==> config.mk <==
export PLATFORM = sky130hd
export DESIGN_NAME = fp_mult_pipe_flat
export DESIGN_NICKNAME = d
export VERILOG_FILES = /design/src/rtl/fp_mult_pkg.sv /design/src/rtl/fp_mult_pipe_if.sv /design/src/rtl/fp_norm_round.sv /design/src/rtl/fp_mult_pipe.sv /design/src/flat_wrapper.sv
export SDC_FILE = /design/constraint.sdc
export NUM_CORES = 1
export LEC_CHECK = 0
export ABC_CLOCK_PERIOD_IN_PS = 6400
export CORE_ASPECT_RATIO = 2
export CORE_UTILIZATION = 61
export CTS_CLUSTER_DIAMETER = 60
export DETAILED_ROUTE_END_ITERATION = 10
export GPL_ROUTABILITY_DRIVEN = 1
export PLACE_DENSITY = 0.93
export SYNTH_ARGS = -nofsm -noshare
export SYNTH_HDL_FRONTEND = slang
export SYNTH_SLANG_ARGS = --single-unit
==> constraint.sdc <==
create_clock -name clk_44 -period 6.4 [get_ports clk_44]
set_clock_uncertainty 0.15 [all_clocks]
set_input_delay 1.28 -clock clk_44 [delete_from_list [all_inputs] [get_ports clk_44]]
set_output_delay 1.28 -clock clk_44 [all_outputs]
set_load 0.05 [all_outputs]
==> src/rtl/fp_mult_pkg.sv <==
// Shared definitions for the FP arithmetic cluster (multiplier, adder).
// Contents:
//   fp_class_e       operand classification
//   FLAG_*           bit positions inside the 4-bit exception flag vector
//   bias_of()        exponent bias for a given exponent width
//   reg_size_of()    total encoded width for given exponent/fraction widths
//   qnan()           canonical quiet NaN, right-aligned in 64 bits
package fp_mult_pkg;

   typedef enum logic [2:0] {
      CLS_ZERO,
      CLS_SUB,
      CLS_NORM,
      CLS_INF,
      CLS_NAN
   } fp_class_e;

   localparam int FLAG_INVALID   = 3;
   localparam int FLAG_OVERFLOW  = 2;
   localparam int FLAG_UNDERFLOW = 1;
   localparam int FLAG_INEXACT   = 0;

   function automatic int bias_of(input int exp_size);
      return (1 << (exp_size - 1)) - 1;
   endfunction

   function automatic int reg_size_of(input int exp_size, input int fra_size);
      return 1 + exp_size + fra_size;
   endfunction

   // Positive sign, all-ones exponent, fraction MSB set and the rest clear.
   function automatic logic [63:0] qnan(input int exp_size, input int fra_size);
      logic [63:0] v;
      v = ((64'd1 << exp_size) - 64'd1) << fra_size;
      v = v | (64'd1 << (fra_size - 1));
      return v;
   endfunction

endpackage

==> src/rtl/fp_mult_pipe_if.sv <==
// Operand/result handshake bundle of the FP multiplier.
//   in_valid_44 / in_ready_44    operand handshake
//   mult_a_44 / mult_b_44        operands
//   out_valid_44 / out_ready_44  result handshake
//   mult_out_44 / flags_44       product and {invalid, overflow, underflow, inexact}
// master: the side supplying operands and consuming results; slave: the multiplier.
interface fp_mult_pipe_if
   import fp_mult_pkg::*;
#(
   parameter int EXP_SIZE = 5,
   parameter int FRA_SIZE = 10
);
   localparam int REG_SIZE = reg_size_of(EXP_SIZE, FRA_SIZE);

   logic                in_valid_44;
   logic                in_ready_44;
   logic [REG_SIZE-1:0] mult_a_44;
   logic [REG_SIZE-1:0] mult_b_44;
   logic                out_valid_44;
   logic                out_ready_44;
   logic [REG_SIZE-1:0] mult_out_44;
   logic [3:0]          flags_44;

   modport master (
      output in_valid_44, mult_a_44, mult_b_44, out_ready_44,
      input  in_ready_44, out_valid_44, mult_out_44, flags_44
   );

   modport slave (
      input  in_valid_44, mult_a_44, mult_b_44, out_ready_44,
      output in_ready_44, out_valid_44, mult_out_44, flags_44
   );
endinterface

==> src/rtl/fp_norm_round.sv <==
// Combinational normalise + round-to-nearest-even for the mantissa product.
//   prod     {1,fa}*{1,fb}, leading one at bit 2F+1 or 2F
//   exp_in   biased exponent sum (signed, EXP_SIZE+2 bits)
//   frac     rounded stored fraction
//   exp_out  exponent after normalise and round carry
//   inexact  any discarded bit was set
module fp_norm_round #(
   parameter int EXP_SIZE = 5,
   parameter int FRA_SIZE = 10
) (
   input  logic [2*FRA_SIZE+1:0] prod,
   input  logic [EXP_SIZE+1:0]   exp_in,
   output logic [FRA_SIZE-1:0]   frac,
   output logic [EXP_SIZE+1:0]   exp_out,
   output logic                  inexact
);
   localparam int XW = EXP_SIZE + 2;

   logic                hi;
   logic [2*FRA_SIZE:0] lower;
   logic [FRA_SIZE-1:0] frac_trunc;
   logic                guard;
   logic                sticky;
   logic                round_up;
   logic                carry;

   // Drop the leading one; an unshifted product is padded so that fraction,
   // guard and sticky always sit at the same positions.
   assign hi         = prod[2*FRA_SIZE+1];
   assign lower      = hi ? prod[2*FRA_SIZE:0] : {prod[2*FRA_SIZE-1:0], 1'b0};
   assign frac_trunc = lower[2*FRA_SIZE:FRA_SIZE+1];
   assign guard      = lower[FRA_SIZE];
   assign sticky     = |lower[FRA_SIZE-1:0];
   assign round_up   = guard & (sticky | frac_trunc[0]);

   // A carry out of the fraction means 1.11..1 rounded to 10.0: fraction wraps
   // to zero and the exponent takes the extra one.
   assign {carry, frac} = {1'b0, frac_trunc} + (FRA_SIZE+1)'(round_up);
   assign exp_out       = exp_in + XW'(hi) + XW'(carry);
   assign inexact       = guard | sticky;
endmodule

==> src/rtl/fp_mult_pipe.sv <==
// Pipelined IEEE-754 multiplier (FTZ, round-to-nearest-even).
//   clk_44, reset_44   clock and synchronous active-high reset
//   bus                operand/result handshake (fp_mult_pipe_if.slave)
// Operand capture register, then S1 unpack/multiply, S2 normalise/round,
// S3 pack/special (output register). One global enable: everything holds
// while the output is valid and not taken.
module fp_mult_pipe
   import fp_mult_pkg::*;
#(
   parameter int EXP_SIZE = 5,
   parameter int FRA_SIZE = 10
) (
   input  logic          clk_44,
   input  logic          reset_44,
   fp_mult_pipe_if.slave bus
);
   localparam int REG_SIZE = reg_size_of(EXP_SIZE, FRA_SIZE);
   localparam int BIAS     = bias_of(EXP_SIZE);
   localparam int PW       = 2*FRA_SIZE + 2;
   localparam int XW       = EXP_SIZE + 2;
   localparam logic [63:0] QNAN_W = qnan(EXP_SIZE, FRA_SIZE);

   logic advance;
   assign advance         = ~(bus.out_valid_44 & ~bus.out_ready_44);
   assign bus.in_ready_44 = advance;

   logic v0_reg, v1_reg, v2_reg, v3_reg;

   always_ff @(posedge clk_44) begin
      if (reset_44) begin
         v0_reg <= 1'b0;
         v1_reg <= 1'b0;
         v2_reg <= 1'b0;
         v3_reg <= 1'b0;
      end else if (advance) begin
         v0_reg <= bus.in_valid_44;
         v1_reg <= v0_reg;
         v2_reg <= v1_reg;
         v3_reg <= v2_reg;
      end
   end
   assign bus.out_valid_44 = v3_reg;

   // Operand capture: only on an actual accept.
   logic [REG_SIZE-1:0] a0_reg, b0_reg;
   always_ff @(posedge clk_44) begin
      if (advance && bus.in_valid_44) begin
         a0_reg <= bus.mult_a_44;
         b0_reg <= bus.mult_b_44;
      end
   end

   // S1: classify both operands; subnormals flush to zero.
   genvar gi;
   generate
      for (gi = 0; gi < 2; gi++) begin : g_unpack
         logic [EXP_SIZE-1:0] ex;
         logic [FRA_SIZE-1:0] fr;
         fp_class_e           cls;
         fp_class_e           cls_ftz;
         logic                snan;

         assign ex = (gi == 0) ? a0_reg[REG_SIZE-2:FRA_SIZE] : b0_reg[REG_SIZE-2:FRA_SIZE];
         assign fr = (gi == 0) ? a0_reg[FRA_SIZE-1:0]        : b0_reg[FRA_SIZE-1:0];

         always_comb begin
            cls = CLS_NORM;
            if (ex == '0)
               cls = (fr == '0) ? CLS_ZERO : CLS_SUB;
            else if (ex == '1)
               cls = (fr == '0) ? CLS_INF : CLS_NAN;
         end

         assign cls_ftz = (cls == CLS_SUB) ? CLS_ZERO : cls;
         assign snan    = (cls == CLS_NAN) & ~fr[FRA_SIZE-1];
      end
   endgenerate

   logic            sign1_reg, snan1_reg;
   fp_class_e       cls1_a_reg, cls1_b_reg;
   logic [XW-1:0]   exp1_reg;
   logic [PW-1:0]   prod1_reg;

   always_ff @(posedge clk_44) begin
      if (advance) begin
         sign1_reg  <= a0_reg[REG_SIZE-1] ^ b0_reg[REG_SIZE-1];
         cls1_a_reg <= g_unpack[0].cls_ftz;
         cls1_b_reg <= g_unpack[1].cls_ftz;
         snan1_reg  <= g_unpack[0].snan | g_unpack[1].snan;
         // Modular arithmetic in XW bits yields the signed exponent sum.
         exp1_reg   <= XW'(g_unpack[0].ex) + XW'(g_unpack[1].ex) - XW'(BIAS);
         prod1_reg  <= PW'({1'b1, g_unpack[0].fr}) * PW'({1'b1, g_unpack[1].fr});
      end
   end

   // S2: normalise and round.
   logic [FRA_SIZE-1:0] frac_nr;
   logic [XW-1:0]       exp_nr;
   logic                inexact_nr;

   fp_norm_round #(.EXP_SIZE(EXP_SIZE), .FRA_SIZE(FRA_SIZE)) u_norm_round (
      .prod    (prod1_reg),
      .exp_in  (exp1_reg),
      .frac    (frac_nr),
      .exp_out (exp_nr),
      .inexact (inexact_nr)
   );

   logic                sign2_reg, snan2_reg, inexact2_reg;
   fp_class_e           cls2_a_reg, cls2_b_reg;
   logic [XW-1:0]       exp2_reg;
   logic [FRA_SIZE-1:0] frac2_reg;

   always_ff @(posedge clk_44) begin
      if (advance) begin
         sign2_reg    <= sign1_reg;
         snan2_reg    <= snan1_reg;
         cls2_a_reg   <= cls1_a_reg;
         cls2_b_reg   <= cls1_b_reg;
         exp2_reg     <= exp_nr;
         frac2_reg    <= frac_nr;
         inexact2_reg <= inexact_nr;
      end
   end

   // S3: special values first, then exponent range, then normal pack.
   logic [REG_SIZE-1:0] res_s3;
   logic [3:0]          flags_s3;
   logic                any_nan, inf_zero, any_inf, any_zero;

   always_comb begin
      any_nan  = (cls2_a_reg == CLS_NAN) | (cls2_b_reg == CLS_NAN);
      inf_zero = ((cls2_a_reg == CLS_INF) & (cls2_b_reg == CLS_ZERO)) |
                 ((cls2_a_reg == CLS_ZERO) & (cls2_b_reg == CLS_INF));
      any_inf  = (cls2_a_reg == CLS_INF) | (cls2_b_reg == CLS_INF);
      any_zero = (cls2_a_reg == CLS_ZERO) | (cls2_b_reg == CLS_ZERO);
      res_s3   = {sign2_reg, exp2_reg[EXP_SIZE-1:0], frac2_reg};
      flags_s3 = '0;
      flags_s3[FLAG_INEXACT] = inexact2_reg;
      if (any_nan || inf_zero) begin
         res_s3   = QNAN_W[REG_SIZE-1:0];
         flags_s3 = '0;
         flags_s3[FLAG_INVALID] = snan2_reg | inf_zero;
      end else if (any_inf) begin
         res_s3   = {sign2_reg, {EXP_SIZE{1'b1}}, {FRA_SIZE{1'b0}}};
         flags_s3 = '0;
      end else if (any_zero) begin
         res_s3   = {sign2_reg, {(REG_SIZE-1){1'b0}}};
         flags_s3 = '0;
      end else if ($signed(exp2_reg) >= $signed(XW'((1 << EXP_SIZE) - 1))) begin
         res_s3   = {sign2_reg, {EXP_SIZE{1'b1}}, {FRA_SIZE{1'b0}}};
         flags_s3 = '0;
         flags_s3[FLAG_OVERFLOW] = 1'b1;
         flags_s3[FLAG_INEXACT]  = 1'b1;
      end else if ($signed(exp2_reg) <= $signed(XW'(0))) begin
         res_s3   = {sign2_reg, {(REG_SIZE-1){1'b0}}};
         flags_s3 = '0;
         flags_s3[FLAG_UNDERFLOW] = 1'b1;
         flags_s3[FLAG_INEXACT]   = 1'b1;
      end
   end

   logic [REG_SIZE-1:0] out_reg;
   logic [3:0]          flags_reg;

   always_ff @(posedge clk_44) begin
      if (reset_44) begin
         out_reg   <= '0;
         flags_reg <= '0;
      end else if (advance) begin
         out_reg   <= res_s3;
         flags_reg <= flags_s3;
      end
   end

   assign bus.mult_out_44 = out_reg;
   assign bus.flags_44    = flags_reg;
endmodule

==> src/flat_wrapper.sv <==
// flat-port wrapper written by rule: the top's interface ports become plain ports
module fp_mult_pipe_flat import fp_mult_pkg::*;
#(
   parameter int EXP_SIZE = 5,
   parameter int FRA_SIZE = 10
)
  (clk_44, reset_44, bus_in_valid_44, bus_mult_a_44, bus_mult_b_44, bus_out_ready_44, bus_in_ready_44, bus_out_valid_44, bus_mult_out_44, bus_flags_44);
  fp_mult_pipe_if #(.EXP_SIZE(EXP_SIZE), .FRA_SIZE(FRA_SIZE)) bus_i ();
  input  logic clk_44;
  input  logic reset_44;
  input wire logic [$bits(bus_i.in_valid_44)-1:0] bus_in_valid_44;
  input wire logic [$bits(bus_i.mult_a_44)-1:0] bus_mult_a_44;
  input wire logic [$bits(bus_i.mult_b_44)-1:0] bus_mult_b_44;
  input wire logic [$bits(bus_i.out_ready_44)-1:0] bus_out_ready_44;
  output wire logic [$bits(bus_i.in_ready_44)-1:0] bus_in_ready_44;
  output wire logic [$bits(bus_i.out_valid_44)-1:0] bus_out_valid_44;
  output wire logic [$bits(bus_i.mult_out_44)-1:0] bus_mult_out_44;
  output wire logic [$bits(bus_i.flags_44)-1:0] bus_flags_44;
  assign bus_i.in_valid_44 = bus_in_valid_44;
  assign bus_i.mult_a_44 = bus_mult_a_44;
  assign bus_i.mult_b_44 = bus_mult_b_44;
  assign bus_i.out_ready_44 = bus_out_ready_44;
  assign bus_in_ready_44 = bus_i.in_ready_44;
  assign bus_out_valid_44 = bus_i.out_valid_44;
  assign bus_mult_out_44 = bus_i.mult_out_44;
  assign bus_flags_44 = bus_i.flags_44;
  fp_mult_pipe #(.EXP_SIZE(EXP_SIZE), .FRA_SIZE(FRA_SIZE)) u_core (.clk_44(clk_44), .reset_44(reset_44), .bus(bus_i));
endmodule
# After elaboration in Yosys (flattened, before gate mapping)
# Cells that the tools add are included.
# W data, S select, Z words.
# word_totals
word_cells,86
output_inout_bits,22
inputBits,36
regBits,119
# classes
n_eq_ne,10
n_reduce_logical,9
n_addsub,5
bitwise,19
order_cmp,2
mul,1
n_mux,19
# ops
op,n
$mux W15,4
$mul A11 B11 Y22,1
$mux W21,1
$logic_not A10 Y1,2
$mux W3,6
$mux W16,1
$mux W4,4
$add A7 B1 Y7,2
$eq A3 B3 Y1 const B,4
$add A10 B1 Y11,1
$eq A5 B5 Y1 const B,2
$logic_not A5 Y1,2
$reduce_or A10 Y1,1
$or A1 B1 Y1,8
$ge A7 B6 Y1 const B,1
$le A7 B1 Y1 const B,1
$sub A7 B4 Y7 const B,1
$add A5 B5 Y6,1
$and A1 B1 Y1,6
$eq A3 B1 Y1 const B,2
$eq A3 B2 Y1 const B,2
$logic_not A3 Y1,2
$not A1 Y1,4
$mux W1,2
4 further kinds,4

# Logic depth before layout (Yosys ltp)
# Gate-level depths: netlist of run 1.
# logic_depth
depth_word,7
depth_mapped,19

# Cells and area by module
# From an unflattened synthesis of run 1, not the netlist that was laid out.
# hier_totals
cells_unflattened,817
hier_area_um2,8713.4
# by_module_without_submodules
mod,area_per_inst_um2,cells_each,n_inst
fp_mult_pipe,8164.1,737,1
fp_norm_round,549.3,80,1

# Least setup slack after synthesis of run 1
# No wires, ideal clock.
# synth_path
kind,register to register
startpoint,reg u_core.b0_reg[9]
endpoint,"reg u_core.prod1_reg[15], data pin"
required_time_ns,5.991
period_less_slack_ns,5.338
t_arrival_ns,4.929
stages_incl_launch_ff,18
n_path_buf,1
path_slack_ns,1.062
setup_time_ns,0.259
cell_sequence,edfxtp_1 clkbuf_1 and2_1 fa_1 inv_1 fa_1 inv_1 fa_1 fa_1 inv_1 fa_1 inv_1 ha_1 a211o_1 o211a_4 a31oi_1 nor2b_1 o31a_1
# synth_via
elab_chain_len,1
# synth_rtl
item,line,rtl
start: declaration,fp_mult_pipe.sv:45,"logic [REG_SIZE-1:0] a0_reg, b0_reg;"
start signal: assignment,fp_mult_pipe.sv:49,b0_reg <= bus.mult_b_44;
$mul A11 B11 Y22,fp_mult_pipe.sv:92,"prod1_reg <= PW'({1'b1, g_unpack[0].fr}) * PW'({1'b1, g_unpack[1].fr});"
end signal: assignment,fp_mult_pipe.sv:92,
end: declaration,fp_mult_pipe.sv:82,logic [PW-1:0] prod1_reg;
# No other way between the ends.
# A chain may end at the register's enable or synchronous reset.

# Final worst setup path of run 1
# layout_path
startpoint,reg u_core.a0_reg[5]
endpoint,"reg u_core.prod1_reg[20], data pin"
# layout_via
elab_chain_len,1
# layout_rtl
item,line,rtl
start: declaration,fp_mult_pipe.sv:45,
start signal: assignment,fp_mult_pipe.sv:48,a0_reg <= bus.mult_a_44;
$mul A11 B11 Y22,fp_mult_pipe.sv:92,
# No other way between the ends.

==> results.cfg, run 1 <==
[placement]
place_inst = 1053
place_congestion = 0.9600
dpl.hpwl_um = 13990
place_ws_ns = 0.8144
numPortBuffers = 57

[detailed_routing]
routedWlPerCell_um = 17.88
vias = 6409
dr.pass1.iters = 5
drc_errors = 0
wirelength_um = 19400
antenna_left = 0
initialDrtViolationCount = 464
vias_per_cell = 5.907

[setup_path]
cp_common_cell = fa_1
r2r_cells = 15
crit_path_cell_trace = nand2_1, fa_1, inv_1, fa_1, inv_1, fa_1, inv_1, fa_1, fa_1, ha_1, a211o_2, o21ai_2, o21ai_0, o41ai_1, a311oi_1
path_max_fanout = 12
critPathLaunch = u_core.a0_reg[5]$_DFFE_PP_
worstSetupEndpointType = flop
critical_path.max_stage_delay_ns = 0.64
r2r-start = u_core.a0_reg[5]$_DFFE_PP_
path_class = reg -> reg
crit_path_start_kind = flop
crit_required_ns = 6.40
cp_slowest_cell = edfxtp_1
worstPathArrival_ns = 5.69

[clocking]
cts_num_sinks = 119
post_cts_resized = 0
cts_buffers = 17
h-tree-depth = 4
cts-root-buf = clkbuf_16
cts_setup_buffers = 0
clkTransAtPathRegs_ns = 0.06
clock_latency_ns = 0.43
cts_tree = yes
clock_path_buffers = 2
cts_hold_buffers = 0

[logic_synthesis]
syn_area_um2 = 8810
ys_seq_elements = 119
synth_top_area_frac = 0.3238
synth_flop_cell = edfxtp_1
synthDistinctLibCells = 56
yosysWarningCount = 0
synth_edf_count = 95
ys_seq_area_frac = 0.3784
synth_cells = 831
async_flop_share = 0
synth_nets = 1016
yosys.area.top_type = edfxtp_1
synth.area.top_cells = edfxtp_1, fa_1, ha_1
synth_area_per_cell_um2 = 10.60

[floorplan]
die_y_um = 172.0
die_w_um = 86.98
num_rows = 61
io_pins = 58
die-area_um2 = 14960
initial_core_util = 0.6307
core_um2 = 13970

[cells_and_area]
largest_reg_flops = 22
drive_above_1_share = 0.06027
syn2layout_area_growth_pct = 14.84
post-route-util = 0.7244
antenna_cells = 0
nFillCells = 873
nets = 1068
final_cells = 1085

[timing]
timing.fmax_mhz = 175.8
fin_ws_ns = 0.7128
fin_setup_tns_ns = 0
fin_crit_ns = 5.687
max_slew_margin = 0.2425
slew_viol_final = 0
rsz0062_at_grt = no
whs_ns = 0.2669
final_hold_viol_count = 0
tightest_slew_ns = 1.135
fin_crit_sh = 0.8886
setup_viol = 0

[power_and_ir_drop]
p_seq_frac = 0.267
share_comb_of_total_power = 0.539
internal_power_w = 0.002729
vdd_drop_max_mv = 0.3350
power.leakage_nw = 4.439
p_sw_w = 0.002057
clkPwrFrac = 0.194
p_sw_frac = 0.4298
powerDensity_nw_per_um2 = 473.1

[hold_path]
hold_path.class = reg -> reg
worstHoldPathCells = 0
hold_start = u_core.cls1_b_reg[2]$_SDFFCE_PN0N_

[global_route]
antenna_found_initial = 0
overflow = 0
grt_pass1_vias = 6823
grt_max_degree = 75
grt_pass1_wl_um = 31540
track_usage = 0.2808

[outcome]
status = complete, no violations

[flow_run]
maxCapViolations = 0
final cells by class:
type | count | area (um2) | area share
clock inverter | 15 | 151.4 | 0.01496
clock buffer | 17 | 425.4 | 0.04205
inverter | 114 | 427.9 | 0.04230
multi-input combinational | 569 | 4935 | 0.4878
tap | 189 | 236.5 | 0.02337
sequential | 119 | 3333 | 0.3295
timing repair buffer | 62 | 608.1 | 0.06010
worst max-delay path, delay by kind of cell, from the launching register on:
kind                     cells  cell delay [ns]
adder cells (fa/ha/maj)      6             2.94
AO/OA/AOI/OAI                5             1.31
AND/OR/NAND/NOR              1             0.19
flip-flops                   1             0.64
buffers and inverters        3             0.17
Yosys cell counts, drive strengths merged (11+ instances only):
cell	instances
nor3	16
ha	67
edfxtp	95
nand3	16
clkbuf	24
a21oi	34
a22oi	11
nand2	81
and2	46
inv	114
xor2	15
dfxtp	24
xnor2	25
fa	82
nor2	56
o21ai	18
final timing paths:
check	endpoint	slack [ns]
setup / recovery	u_core.prod1_reg[20]$_DFFE_PN_	0.71
hold / removal	u_core.cls2_b_reg[2]$_DFFE_PN_	0.27
setup reg to reg	u_core.prod1_reg[20]$_DFFE_PN_	0.71
hold reg to reg	u_core.cls2_b_reg[2]$_DFFE_PN_	0.27
per-stage QoR:
stage	cell area [um2]	power [W]
floorplan	8810	0.003186
global placement	9540	0.003636
detailed placement	9540	0.003756
CTS	10120	0.004740
global route	10120	0.005121
finish	10120	0.004786
kinds of logic (layout without fill, tap and decap cells):
| logic type | Yosys count | count (layout) | share of synthesized area |
|---|---|---|---|
| flops | 119 | 119 | 0.3784 |
| compound gates | 108 | 108 | 0.08223 |
| buf+inv | 143 | 208 | 0.06150 |
| simple gates | 261 | 261 | 0.1436 |
| fa+ha+maj | 149 | 149 | 0.2815 |
| mux | 11 | 11 | 0.01307 |
| xor+xnor | 40 | 40 | 0.03977 |
power groups by stage:
stage,registers (W),logic [W],clock network [W]
final,0.00128,0.00258,0.000928
after global routing,0.00130,0.00286,0.000962
after CTS,0.00128,0.00253,0.000935
after detailed placement,0.00129,0.00247,0
after global placement,0.00128,0.00236,0
after floorplan,0.00133,0.00186,0
routing by layer:
layer  vias to the layer above  routed length (um)  GRT usage
met1                      3133                6328     0.2783
met4                         0                 901     0.1594
met5                         -                   0          0
met3                        89                 973    0.05107
li1                       2887                   -          -
met2                       300               11200     0.5320
cell usage in the layout (no fill, tap or decap), types with 17 or more instances in the layout:
| cell | n |
|---|---|
| ha_1 | 67 |
| and2_1 | 46 |
| nand2_1 | 81 |
| inv_1 | 113 |
| xnor2_1 | 25 |
| fa_1 | 82 |
| edfxtp_1 | 95 |
| dfxtp_1 | 24 |
| a21oi_1 | 34 |
| nor2_1 | 55 |
| clkdlybuf4s50_1 | 57 |
| clkbuf_16 | 17 |
No activity file was read; power rests on OpenSTA's default activity.
==> run 2: changes to the inputs <==
Settings changed: CAP_MARGIN set to 20.
==> run 2 against run 1 <==
Setup slack improved by 0.012 ns; global-route usage stayed put; core utilization is 0.14 points higher; clock power hardly changed; register-to-register slack hardly changed; total power barely moved; combinational power hardly changed; die area unchanged; count of clock-buffer cells in the layout stayed put; via count rose by 0.19%; critical path type unchanged; highest routed layer unchanged.
==> results.cfg, run 2 (synthesis results as in run 1) <==
[outcome]
status = complete, no violations

[detailed_routing]
wirelength_um = 19320
antenna_left = 0
initialDrtViolationCount = 477
drc_errors = 0
vias = 6421
dr.pass1.iters = 5
routedWlPerCell_um = 17.79
vias_per_cell = 5.913

[setup_path]
worstPathArrival_ns = 5.68
r2r_cells = 15
path_class = reg -> reg
crit_required_ns = 6.40
reg2reg_to = u_core.prod1_reg[20]$_DFFE_PN_
r2r-start = u_core.b0_reg[3]$_DFFE_PP_
path_max_fanout = 12
r2r_slack_ns = 0.73
worstSetupEndpointType = flop
crit_path_start_kind = flop

[clocking]
clock_latency_ns = 0.43
cts_hold_buffers = 0
cts-root-buf = clkbuf_16
cts_tree = yes
cts_buffers = 17
h-tree-depth = 4
cts_setup_buffers = 0
cts_num_sinks = 119
clock_path_buffers = 2
post_cts_resized = 0
clkTransAtPathRegs_ns = 0.06

[timing]
rsz0062_at_grt = no
setup_viol = 0
fin_ws_ns = 0.7250
final_hold_viol_count = 0
slew_viol_final = 0
fin_crit_sh = 0.8867
fin_crit_ns = 5.675
timing.fmax_mhz = 176.2
fin_setup_tns_ns = 0
max_slew_margin = 0.4202
tightest_slew_ns = 0.8670

[cells_and_area]
drive_above_1_share = 0.06132
nets = 1069
largest_reg_flops = 22
final_cell_mix = inv_1, edfxtp_1, fa_1, nand2_1, ha_1
post-route-util = 0.7258
layout_commonest_cell = inv_1
syn2layout_area_growth_pct = 15.07
nFillCells = 869
antenna_cells = 0
final_cell_area_um2 = 10140

[floorplan]
initial_core_util = 0.6307
die_y_um = 172.0
num_rows = 61
die-area_um2 = 14960
die_w_um = 86.98
io_pins = 58
core_um2 = 13970

[global_route]
grt_pass1_wl_um = 31540
antenna_found_initial = 0
overflow = 0
track_usage = 0.2808
grt_max_degree = 75
grt_pass1_vias = 6823

[hold_path]
hold_end = u_core.cls2_b_reg[2]$_DFFE_PN_
hold_path.class = reg -> reg
hold_start = u_core.cls1_b_reg[2]$_SDFFCE_PN0N_
worstHoldPathCells = 0

[power_and_ir_drop]
power.leakage_nw = 4.448
vdd_drop_max_mv = 0.3366
powerDensity_nw_per_um2 = 471.9

[placement]
place_congestion = 0.9600
place_ws_ns = 0.8144
dpl.hpwl_um = 13990
place_area_um2 = 9540
numPortBuffers = 57

[flow_run]
maxCapViolations = 0
run 2: cell types whose count changed in the layout (fill, tap and decap cells not counted), sizes merged:
cell	before	now
buf	5	6
run 2: worst max-delay path by stage:
stage / from / to / slack (ns) / cells after the start
2_1_floorplan: u_core.b0_reg[9]$_DFFE_PP_ / u_core.prod1_reg[15]$_DFFE_PN_ / 1.06 / 17
3_3_place_gp: u_core.b0_reg[9]$_DFFE_PP_ / u_core.prod1_reg[15]$_DFFE_PN_ / 1.00 / 16
3_5_place_dp: u_core.b0_reg[9]$_DFFE_PP_ / u_core.prod1_reg[15]$_DFFE_PN_ / 0.81 / 16
4_1_cts: u_core.b0_reg[9]$_DFFE_PP_ / u_core.prod1_reg[15]$_DFFE_PN_ / 0.80 / 16
5_1_grt: u_core.b0_reg[4]$_DFFE_PP_ / u_core.prod1_reg[20]$_DFFE_PN_ / 0.50 / 15
6_report: u_core.b0_reg[3]$_DFFE_PP_ / u_core.prod1_reg[20]$_DFFE_PN_ / 0.73 / 15
run 2: area by class of cell:
cell class / count / area [um2] / share of cell area
clock buffer: 17 / 425.4 / 0.04197
sequential: 119 / 3333 / 0.3288
timing repair buffer: 63 / 628.1 / 0.06196
multi-input combinational: 569 / 4935 / 0.4868
inverter: 114 / 427.9 / 0.04221
clock inverter: 15 / 151.4 / 0.01493
tap: 189 / 236.5 / 0.02333
run 2: through the flow:
step	cells	hold WS, ns	total power, W
after global routing	1086	0.2813	0.005122
after detailed placement	1053	0.2545	0.003756
after global placement	1053	0.2536	0.003636
after floorplan	831	0.2503	0.003186
after CTS	1085	0.2682	0.004740
final	1086	0.2669	0.004784
run 2: worst max-delay path, cell delays in order, from the launching register on:
cell	delay, ns
edfxtp_1	0.63
nand2_1	0.20
fa_1	0.57
inv_1	0.06
fa_1	0.50
inv_1	0.05
fa_1	0.48
inv_1	0.06
fa_1	0.50
fa_1	0.49
ha_1	0.38
a211o_2	0.38
o21ai_2	0.23
o21ai_0	0.17
o41ai_1	0.43
a311oi_1	0.11
run 2: per-layer routing:
layer,share of wire,track usage,vias up
li1,-,-,2891
met5,0,0,-
met4,0.051,0.1594,0
met3,0.057,0.05107,92
met2,0.57,0.5320,320
met1,0.32,0.2783,3118
run 2: report_power, final:
part           leakage (nW)  switching [W]  internal, W  total (W)
Clock                 0.279       0.000411     0.000518   0.000929
Combinational          2.99        0.00150      0.00107    0.00258
Sequential             1.18       0.000138      0.00114    0.00128
==> run 3: changes to the inputs <==
Settings changed: CAP_MARGIN 20 to 15, CORE_UTILIZATION 61 to 30, PLACE_DENSITY 0.93 to 0.57.
==> run 3 against run 2 <==
Hold slack better by 0.0011 ns; critical path depth is 1 higher; clock power is 1% lower.
==> results.cfg, run 3 (synthesis results as in run 1) <==
[cells_and_area]
nets = 1070
nFillCells = 2919
antenna_cells = 0
layout_commonest_cell = inv_1
largest_reg_flops = 22
final_cell_mix = inv_1, edfxtp_1, fa_1, nand2_1, ha_1
syn2layout_area_growth_pct = 17.36
final_cell_area_um2 = 10340
drive_above_1_share = 0.06236
post-route-util = 0.3584

[flow_run]
maxCapViolations = 0

[detailed_routing]
drc_errors = 0
routedWlPerCell_um = 14.18
vias = 5910
antenna_left = 0
initialDrtViolationCount = 199
vias_per_cell = 4.698
wirelength_um = 17840
dr.pass1.iters = 4

[timing]
fin_ws_ns = 0.9621
slew_viol_final = 0
fin_setup_tns_ns = 0
max_slew_margin = 0.4038
fin_crit_sh = 0.8497
setup_viol = 0
final_hold_viol_count = 0
rsz0062_at_grt = no
timing.fmax_mhz = 183.9
tightest_slew_ns = 0.8943
fin_crit_ns = 5.438

[placement]
place_area_um2 = 9769
place_congestion = 0.8357
numPortBuffers = 57
dpl.hpwl_um = 14280
place_ws_ns = 0.9624

[hold_path]
hold_end = u_core.cls2_a_reg[2]$_DFFE_PN_
hold_path.class = reg -> reg
hold_start = u_core.cls1_a_reg[2]$_SDFFCE_PN0N_
worstHoldPathCells = 0

[power_and_ir_drop]
powerDensity_nw_per_um2 = 449.7
power.leakage_nw = 4.448
vdd_drop_max_mv = 0.2442
total_power_w = 0.004650

[global_route]
grt_max_degree = 75
grt_pass1_wl_um = 29410
top_usage_layer = met2
overflow = 0
track_usage = 0.1279
grt_use_met2 = 0.2461
grtUsageMet3 = 0.02309
grt_pass1_vias = 6120
antenna_found_initial = 0
use_met1 = 0.1250

[setup_path]
path_max_fanout = 11
r2r_slack_ns = 0.96
worstSetupEndpointType = flop
crit_required_ns = 6.42
path_class = reg -> reg
reg2reg_to = u_core.prod1_reg[15]$_DFFE_PN_
crit_path_start_kind = flop
r2r-start = u_core.a0_reg[1]$_DFFE_PP_
r2r_cells = 16
worstPathArrival_ns = 5.46

[floorplan]
die_w_um = 123.2
die_y_um = 244.3
die-area_um2 = 30100
initial_core_util = 0.3054
core_um2 = 28850
num_rows = 88
io_pins = 58

[clocking]
cts_num_sinks = 119
cts-root-buf = clkbuf_16
clock_latency_ns = 0.42
cts_hold_buffers = 0
cts_buffers = 17
clock_path_buffers = 2
cts_setup_buffers = 0
h-tree-depth = 4
clkTransAtPathRegs_ns = 0.06
cts_tree = yes
post_cts_resized = 0

[outcome]
status = complete, no violations
-- run 3: changes by cell type in the layout (fill, tap and decap cells not counted), sizes merged --
cell,change
buf,+1
bufinv,+1
clkinv,+3
inv,-4
-- run 3: layout make-up --
class / count / area, um2 / area share
Clock buffer: 17 / 425.4 / 0.04115
Multi-Input combinational cell: 569 / 4935 / 0.4773
Timing Repair Buffer: 64 / 623.1 / 0.06027
Inverter: 114 / 427.9 / 0.04139
Tap cell: 360 / 450.4 / 0.04357
Clock inverter: 15 / 143.9 / 0.01392
Sequential cell: 119 / 3333 / 0.3224
-- run 3: worst max-delay path by stage --
| stage | start | end | slack, ns | depth (start not counted) |
|---|---|---|---|---|
| global route | u_core.b0_reg[4]$_DFFE_PP_ | u_core.prod1_reg[20]$_DFFE_PN_ | 0.78 | 15 |
| global placement | u_core.a0_reg[1]$_DFFE_PP_ | u_core.prod1_reg[15]$_DFFE_PN_ | 1.02 | 16 |
| CTS | u_core.a0_reg[1]$_DFFE_PP_ | u_core.prod1_reg[15]$_DFFE_PN_ | 0.95 | 16 |
| detailed placement | u_core.a0_reg[1]$_DFFE_PP_ | u_core.prod1_reg[15]$_DFFE_PN_ | 0.96 | 16 |
| floorplan | u_core.b0_reg[9]$_DFFE_PP_ | u_core.prod1_reg[15]$_DFFE_PN_ | 1.06 | 17 |
| finish | u_core.a0_reg[1]$_DFFE_PP_ | u_core.prod1_reg[15]$_DFFE_PN_ | 0.96 | 16 |
-- run 3: per-layer routing --
layer | wire (um) | share of wire | vias to the layer above
met1 | 6508 | 0.36 | 2868
met4 | 618 | 0.035 | 0
met2 | 10240 | 0.57 | 117
met5 | 0 | 0 | -
met3 | 472 | 0.026 | 35
li1 | - | - | 2890
-- run 3: power breakdown --
part           internal (W)  switching [W]  leakage [nW]
Combinational       0.00105        0.00140          2.99
Clock              0.000543       0.000377         0.279
Sequential          0.00114       0.000133          1.18
Total               0.00274        0.00191          4.45
-- run 3: metrics by stage --
step	hold WS, ns	std cells
3_3_place_gp	0.2509	1226
2_1_floorplan	0.2503	831
4_1_cts	0.2705	1258
3_5_place_dp	0.2557	1226
6_report	0.2680	1258
5_1_grt	0.2740	1258
-- run 3: critical path, cell delays in order (launching register included) --
cell and delay (ns):
edfxtp_1 0.56, and2_1 0.23, fa_1 0.54, inv_1 0.06, fa_1 0.53, inv_1 0.05
fa_1 0.50, fa_1 0.54, inv_1 0.05, fa_1 0.52, inv_1 0.04, ha_1 0.34
a211o_1 0.33, o211a_4 0.27, a31oi_1 0.17, nor2b_1 0.06, o31a_1 0.23
